### src/rtl/activ_deser_sr_pkg.sv
// Shared types and constants for the serial-to-parallel activation deserializer.
package activ_deser_sr_pkg;

  // Default parallel word width.
  localparam int PA_DEFAULT = 8;

  // IDLE: no bits of the current word received yet; SHIFT: partial word held.
  typedef enum logic {
    IDLE  = 1'b0,
    SHIFT = 1'b1
  } state_t;

endpackage

### src/rtl/activ_deser_sr_if.sv
// Serial input, abort and ready/valid output bundle of the deserializer.
interface activ_deser_sr_if
  import activ_deser_sr_pkg::*;
#(
  parameter int Pa = PA_DEFAULT
);

  logic          s_en;
  logic          in_ser;
  logic          clr;
  logic          out_ready;
  logic [Pa-1:0] out_par;
  logic          out_valid;
  logic          busy;
  logic          ovf;

  // Producer of serial bits and consumer of parallel words.
  modport master (
    output s_en, in_ser, clr, out_ready,
    input  out_par, out_valid, busy, ovf
  );

  // The deserializer itself.
  modport slave (
    input  s_en, in_ser, clr, out_ready,
    output out_par, out_valid, busy, ovf
  );

endinterface

### src/rtl/activ_deser_sr.sv
// Serial-to-parallel deserializer: collects Pa bits LSB first, then offers the
// word on a single-entry ready/valid output; a word completing while the
// output is still occupied is dropped and flagged in a sticky overflow bit.
module activ_deser_sr
  import activ_deser_sr_pkg::*;
#(
  parameter int Pa = PA_DEFAULT
) (
  input logic             clk,
  input logic             rst_n,
  activ_deser_sr_if.slave bus
);

  localparam int CW = $clog2(Pa);
  localparam logic [CW-1:0] CNT_LAST = CW'(Pa - 1);

  state_t        state_q;
  state_t        state_d;
  logic [Pa-1:0] sh;
  logic [CW-1:0] cnt;
  logic [Pa-1:0] word;
  logic          sample;
  logic          last;
  logic          xfer;
  logic          accept;

  assign sample = bus.s_en & ~bus.clr;
  assign last   = sample && (cnt == CNT_LAST);
  assign xfer   = bus.out_valid & bus.out_ready;
  // Output register can take the completed word if empty or emptying now.
  assign accept = last && (!bus.out_valid || bus.out_ready);
  assign bus.busy = (state_q == SHIFT);

  // Shift register contents after this edge's sample: new bit enters at the MSB.
  always_comb begin
    word         = sh >> 1;
    word[Pa-1]   = bus.in_ser;
  end

  // FSM state register.
  always_ff @(posedge clk or negedge rst_n) begin
    if (!rst_n) begin
      state_q <= IDLE;
    end else begin
      state_q <= state_d;
    end
  end

  // Next state: clr aborts, the last bit of a word returns to IDLE.
  always_comb begin
    state_d = state_q;
    if (bus.clr) begin
      state_d = IDLE;
    end else if (sample) begin
      state_d = last ? IDLE : SHIFT;
    end
  end

  // Shift register and bit counter; clr discards the partial word and the same-edge bit.
  always_ff @(posedge clk or negedge rst_n) begin
    if (!rst_n) begin
      sh  <= '0;
      cnt <= '0;
    end else if (bus.clr) begin
      sh  <= '0;
      cnt <= '0;
    end else if (sample) begin
      sh  <= word;
      cnt <= last ? '0 : cnt + CW'(1);
    end
  end

  // Output word register and valid flag; clr leaves these untouched.
  always_ff @(posedge clk or negedge rst_n) begin
    if (!rst_n) begin
      bus.out_par   <= '0;
      bus.out_valid <= 1'b0;
    end else if (accept) begin
      bus.out_par   <= word;
      bus.out_valid <= 1'b1;
    end else if (xfer) begin
      bus.out_valid <= 1'b0;
    end
  end

  // Sticky overflow: set when a completed word finds the output blocked.
  always_ff @(posedge clk or negedge rst_n) begin
    if (!rst_n) begin
      bus.ovf <= 1'b0;
    end else if (bus.clr) begin
      bus.ovf <= 1'b0;
    end else if (last && bus.out_valid && !bus.out_ready) begin
      bus.ovf <= 1'b1;
    end
  end

endmodule

### src/flat_wrapper.sv
// flat-port wrapper written by rule: the top's interface ports become plain ports
module activ_deser_sr_flat import activ_deser_sr_pkg::*;
#(
  parameter int Pa = PA_DEFAULT
)
  (clk, rst_n, bus_s_en, bus_in_ser, bus_clr, bus_out_ready, bus_out_par, bus_out_valid, bus_busy, bus_ovf);
  activ_deser_sr_if #(.Pa(Pa)) bus_i ();
  input logic clk;
  input logic rst_n;
  input wire logic [$bits(bus_i.s_en)-1:0] bus_s_en;
  input wire logic [$bits(bus_i.in_ser)-1:0] bus_in_ser;
  input wire logic [$bits(bus_i.clr)-1:0] bus_clr;
  input wire logic [$bits(bus_i.out_ready)-1:0] bus_out_ready;
  output wire logic [$bits(bus_i.out_par)-1:0] bus_out_par;
  output wire logic [$bits(bus_i.out_valid)-1:0] bus_out_valid;
  output wire logic [$bits(bus_i.busy)-1:0] bus_busy;
  output wire logic [$bits(bus_i.ovf)-1:0] bus_ovf;
  assign bus_i.s_en = bus_s_en;
  assign bus_i.in_ser = bus_in_ser;
  assign bus_i.clr = bus_clr;
  assign bus_i.out_ready = bus_out_ready;
  assign bus_out_par = bus_i.out_par;
  assign bus_out_valid = bus_i.out_valid;
  assign bus_busy = bus_i.busy;
  assign bus_ovf = bus_i.ovf;
  activ_deser_sr #(.Pa(Pa)) u_core (.clk(clk), .rst_n(rst_n), .bus(bus_i));
endmodule
### config.mk
export PLATFORM = sky130hd
export DESIGN_NAME = activ_deser_sr_flat
export DESIGN_NICKNAME = d
export VERILOG_FILES = /design/src/rtl/activ_deser_sr_pkg.sv /design/src/rtl/activ_deser_sr_if.sv /design/src/rtl/activ_deser_sr.sv /design/src/flat_wrapper.sv
export SDC_FILE = /design/constraint.sdc
export NUM_CORES = 1
export LEC_CHECK = 0
export ABC_AREA = 0
export CAP_MARGIN = 10
export CORE_UTILIZATION = 47
export CTS_BUF_LIST = sky130_fd_sc_hd__clkbuf_8
export CTS_CLUSTER_DIAMETER = 100
export DETAILED_ROUTE_END_ITERATION = 10
export PLACE_DENSITY_LB_ADDON = 0.25
export SYNTH_ARGS = -nofsm -noshare
export SYNTH_HDL_FRONTEND = slang
export SYNTH_SLANG_ARGS = --single-unit
### constraint.sdc
create_clock -name clk -period 1.47 [get_ports clk]
set_input_delay 0.3675 -clock clk [delete_from_list [all_inputs] [get_ports clk]]
set_output_delay 0.3675 -clock clk [all_outputs]
set_load 0.005 [all_outputs]
==> reports/qor.csv <==
stage,metric,value,unit
outcome,status,finished with violations,
outcome,failing checks,setup timing,
sta,Max-slew headroom,82.7,%
global_route,Total GRT Usage,18.3,%
layout,nets,101,
power,Leakage,0.685,nW
clock_network,clock-pin transition on the worst setup and hold timing paths,0.07,ns
flow_run,max-cap violations,0,
sta,worst setup margin,-0.0187,ns
layout,ANT cells,0,
sta,setup TNS,-0.0900,ns
detailed_routing,# DRC,0,
worst_hold_path,Hold Path Class,input port to asynchronous set/reset pin,
clock_network,CTS root buffer,clkbuf_8,
detailed_routing,wire length per cell,12.7,um
detailed_routing,Initial DRT Pass Iterations,4,
die,row count,15,
setup_path,type of the worst setup path,flip-flop to flip-flop,
layout,"commonest non-fill, non-tap cell in the layout",dfrtp_1,
detailed_routing,Detailed Route WL,1480,um
sta,worst slew pin tran,0.259,ns
detailed_routing,vias post-DR,566,
global_route,antenna violations before repair,0,
sta,Fin. Hold Viols,0,
sta,crit share post-route,101,%
synthesis,sequential fraction of the synthesis area,61.6,%
setup_path,"Slowest-stage cell, CP",dfrtp_1,
layout,fraction of layout cells with a size suffix above 1,29.3,%
global_route,largest net degree at the start of global routing,22,
setup_path,WP data required,1.61,ns
synthesis,Syn Nets,71,
die,core area,0.00171,mm2
placed_design,Detailed Place HPWL,992,um
setup_path,CP peak stage delay,0.36,ns
sta,Max Freq,672,MHz
sta,RSZ-0062 raised after global routing,true,
detailed_routing,Starting DRT DRC Count,7,
die,Initial Utilization,50.0,%
sta,crit path time final,1.49,ns
synthesis,Syn Inst Count,63,
die,Chip Width,44.6,um
setup_path,Setup crit start kind,flip-flop,
setup_path,Crit path buffers/inverters,1,
global_route,global-route wire length before repair,2510,um
setup_path,top cell family by delay on the critical path,flip-flops,
sta,Final Slew Violations,0,
placed_design,dpl ws,-0.256,ns
synthesis,Mean Syn Cell Area,13.5,um2
detailed_routing,Routed Antenna Nets,0,
setup_path,CP Cell Sequence,ha_2 > ha_4 > nand2_4 > nor3_4 > buf_6 > mux2_4,
clock_network,Hold Buf Count CTS,0,
sta,clk_skew,0.00286,ns
detailed_routing,Via density,4.84,
placed_design,input/output buffers,16,
sta,Setup-failing EPs final,7,
power,peak supply drop,0.588,mV
die,IO Count,17,
setup_path,Crit. End Element,flip-flop,
layout,fill count,121,
clock_network,Skew-Pair Late Insertion Delay,0.26,ns
layout,"commonest non-fill, non-tap cells in the layout","dfrtp_1 (21), nor2_1 (12), buf_4 (9)",
die,die area,0.00199,mm2
clock_network,Max Root-Sink Buffers,2,
setup_path,CP arrival,1.63,ns
synthesis,Ys Warns,0,
layout,Area Overhead vs Synth,43.1,%
clock_network,clock sink total,21,
die,Die Height,44.6,um
clock_network,H-tree levels,1,
power,cell area power density,839,mW/mm2
clock_network,CTS tree,done,
synthesis,"Distinct cells, synth",16,
setup_path,CP max FO,5,
synthesis,Synth Register Bits,21,
synthesis,Synth Cell Area,853,um2
placed_design,Routability Congestion,0.673,
global_route,Congestion Overflow GR,0,
clock_network,Inserted Clock Buffers,3,
global_route,vias in the first global route,563,
## synthesized netlist by cell type
cell      count  area share, %
mux2_2        8             11
ha_1          2            2.9
nor3_4        1            1.9
mux2i_1       8            9.4
clkbuf_1      1           0.44
a31oi_1       1           0.73
a22oi_1       2            1.8
nand2_1       1           0.44
nor2_1       12            5.3
buf_2         1           0.59
and2b_1       1           0.88
a21oi_1       1           0.59
nor2b_4       1            1.6
inv_1         1           0.44
dfrtp_1      21             62
o21bai_1      1           0.88
## power breakdown
part,switching [W],internal [W]
Clock,0.000172,0.000186
Sequential,0.00000589,0.000587
Combinational,0.0000381,0.0000353
## final timing paths
path                                  startpoint                     to  slack (ns)  cells past startpoint
hold / removal                             rst_n          u_core.cnt[2]        0.45                      2
min in group clk           u_core.bus.out_par[5]  u_core.bus.out_par[5]        0.51                      1
setup reg to reg                   u_core.cnt[1]  u_core.bus.out_par[4]       -0.02                      6
hold reg to reg            u_core.bus.out_par[5]  u_core.bus.out_par[5]        0.51                      1
max in group asynchronous                  rst_n  u_core.bus.out_par[7]        0.81                      2
setup / recovery                   u_core.cnt[1]  u_core.bus.out_par[4]       -0.02                      6
## sequential cells by signal (all words and copies together), names as in the netlist
name and flops:
u_core.bus.busy 1, u_core.bus.out_par 8, u_core.bus.out_valid 1, u_core.bus.ovf 1, u_core.cnt 3, u_core.sh 7
## timing repair
action / CTS / global route
cloned: 0 / 0
setup endpoints to repair: 18 / 11
buffers inserted: 3 / 0
endpoints found under the hold margin: 0 / 0
pin swaps: 0 / 0
gates resized for setup: 19 / 7
## final cells by class
| cell class | count | area, um2 | share of cell area [%] |
|---|---|---|---|
| Sequential cell | 21 | 526 | 43.0 |
| Multi-Input combinational cell | 39 | 368 | 30.1 |
| Timing Repair Buffer | 27 | 248 | 20.3 |
| Clock buffer | 3 | 41.3 | 3.38 |
| Tap cell | 25 | 31.3 | 2.56 |
| Clock inverter | 1 | 3.75 | 0.307 |
| Inverter | 1 | 3.75 | 0.307 |
## stage by stage
step | std cells | hold WS [ns] | power [W] | cell area, um2 | utilization, %
finish | 117 | 0.452 | 0.00102 | 1220 | 71.5
global route | 117 | 0.473 | 0.00107 | 1220 | 71.5
CTS | 117 | 0.465 | 0.00104 | 1200 | 70.2
detailed placement | 110 | 0.494 | 0.000677 | 1100 | 64.2
global placement | 110 | 0.480 | 0.000676 | 1100 | 64.2
floorplan | 63 | 0.0719 | 0.000632 | 853 | -
## routing by layer
layer	global-route usage, %	share of wire [%]
met3	4.08	4.4
met5	0	0
met2	26.5	44
met4	10.9	2.4
met1	25.3	49
## cell families after synthesis
kind of cell | count (synthesis) | synth area share (%)
AOI/OAI and AO/OA | 5 | 3.96
muxes | 16 | 19.9
and+or+nand+nor | 16 | 10.1
buffers and inverters | 3 | 1.46
adders and majority gates | 2 | 2.93
DFF | 21 | 61.6
Note: power is estimated with default switching activity, not from simulation.
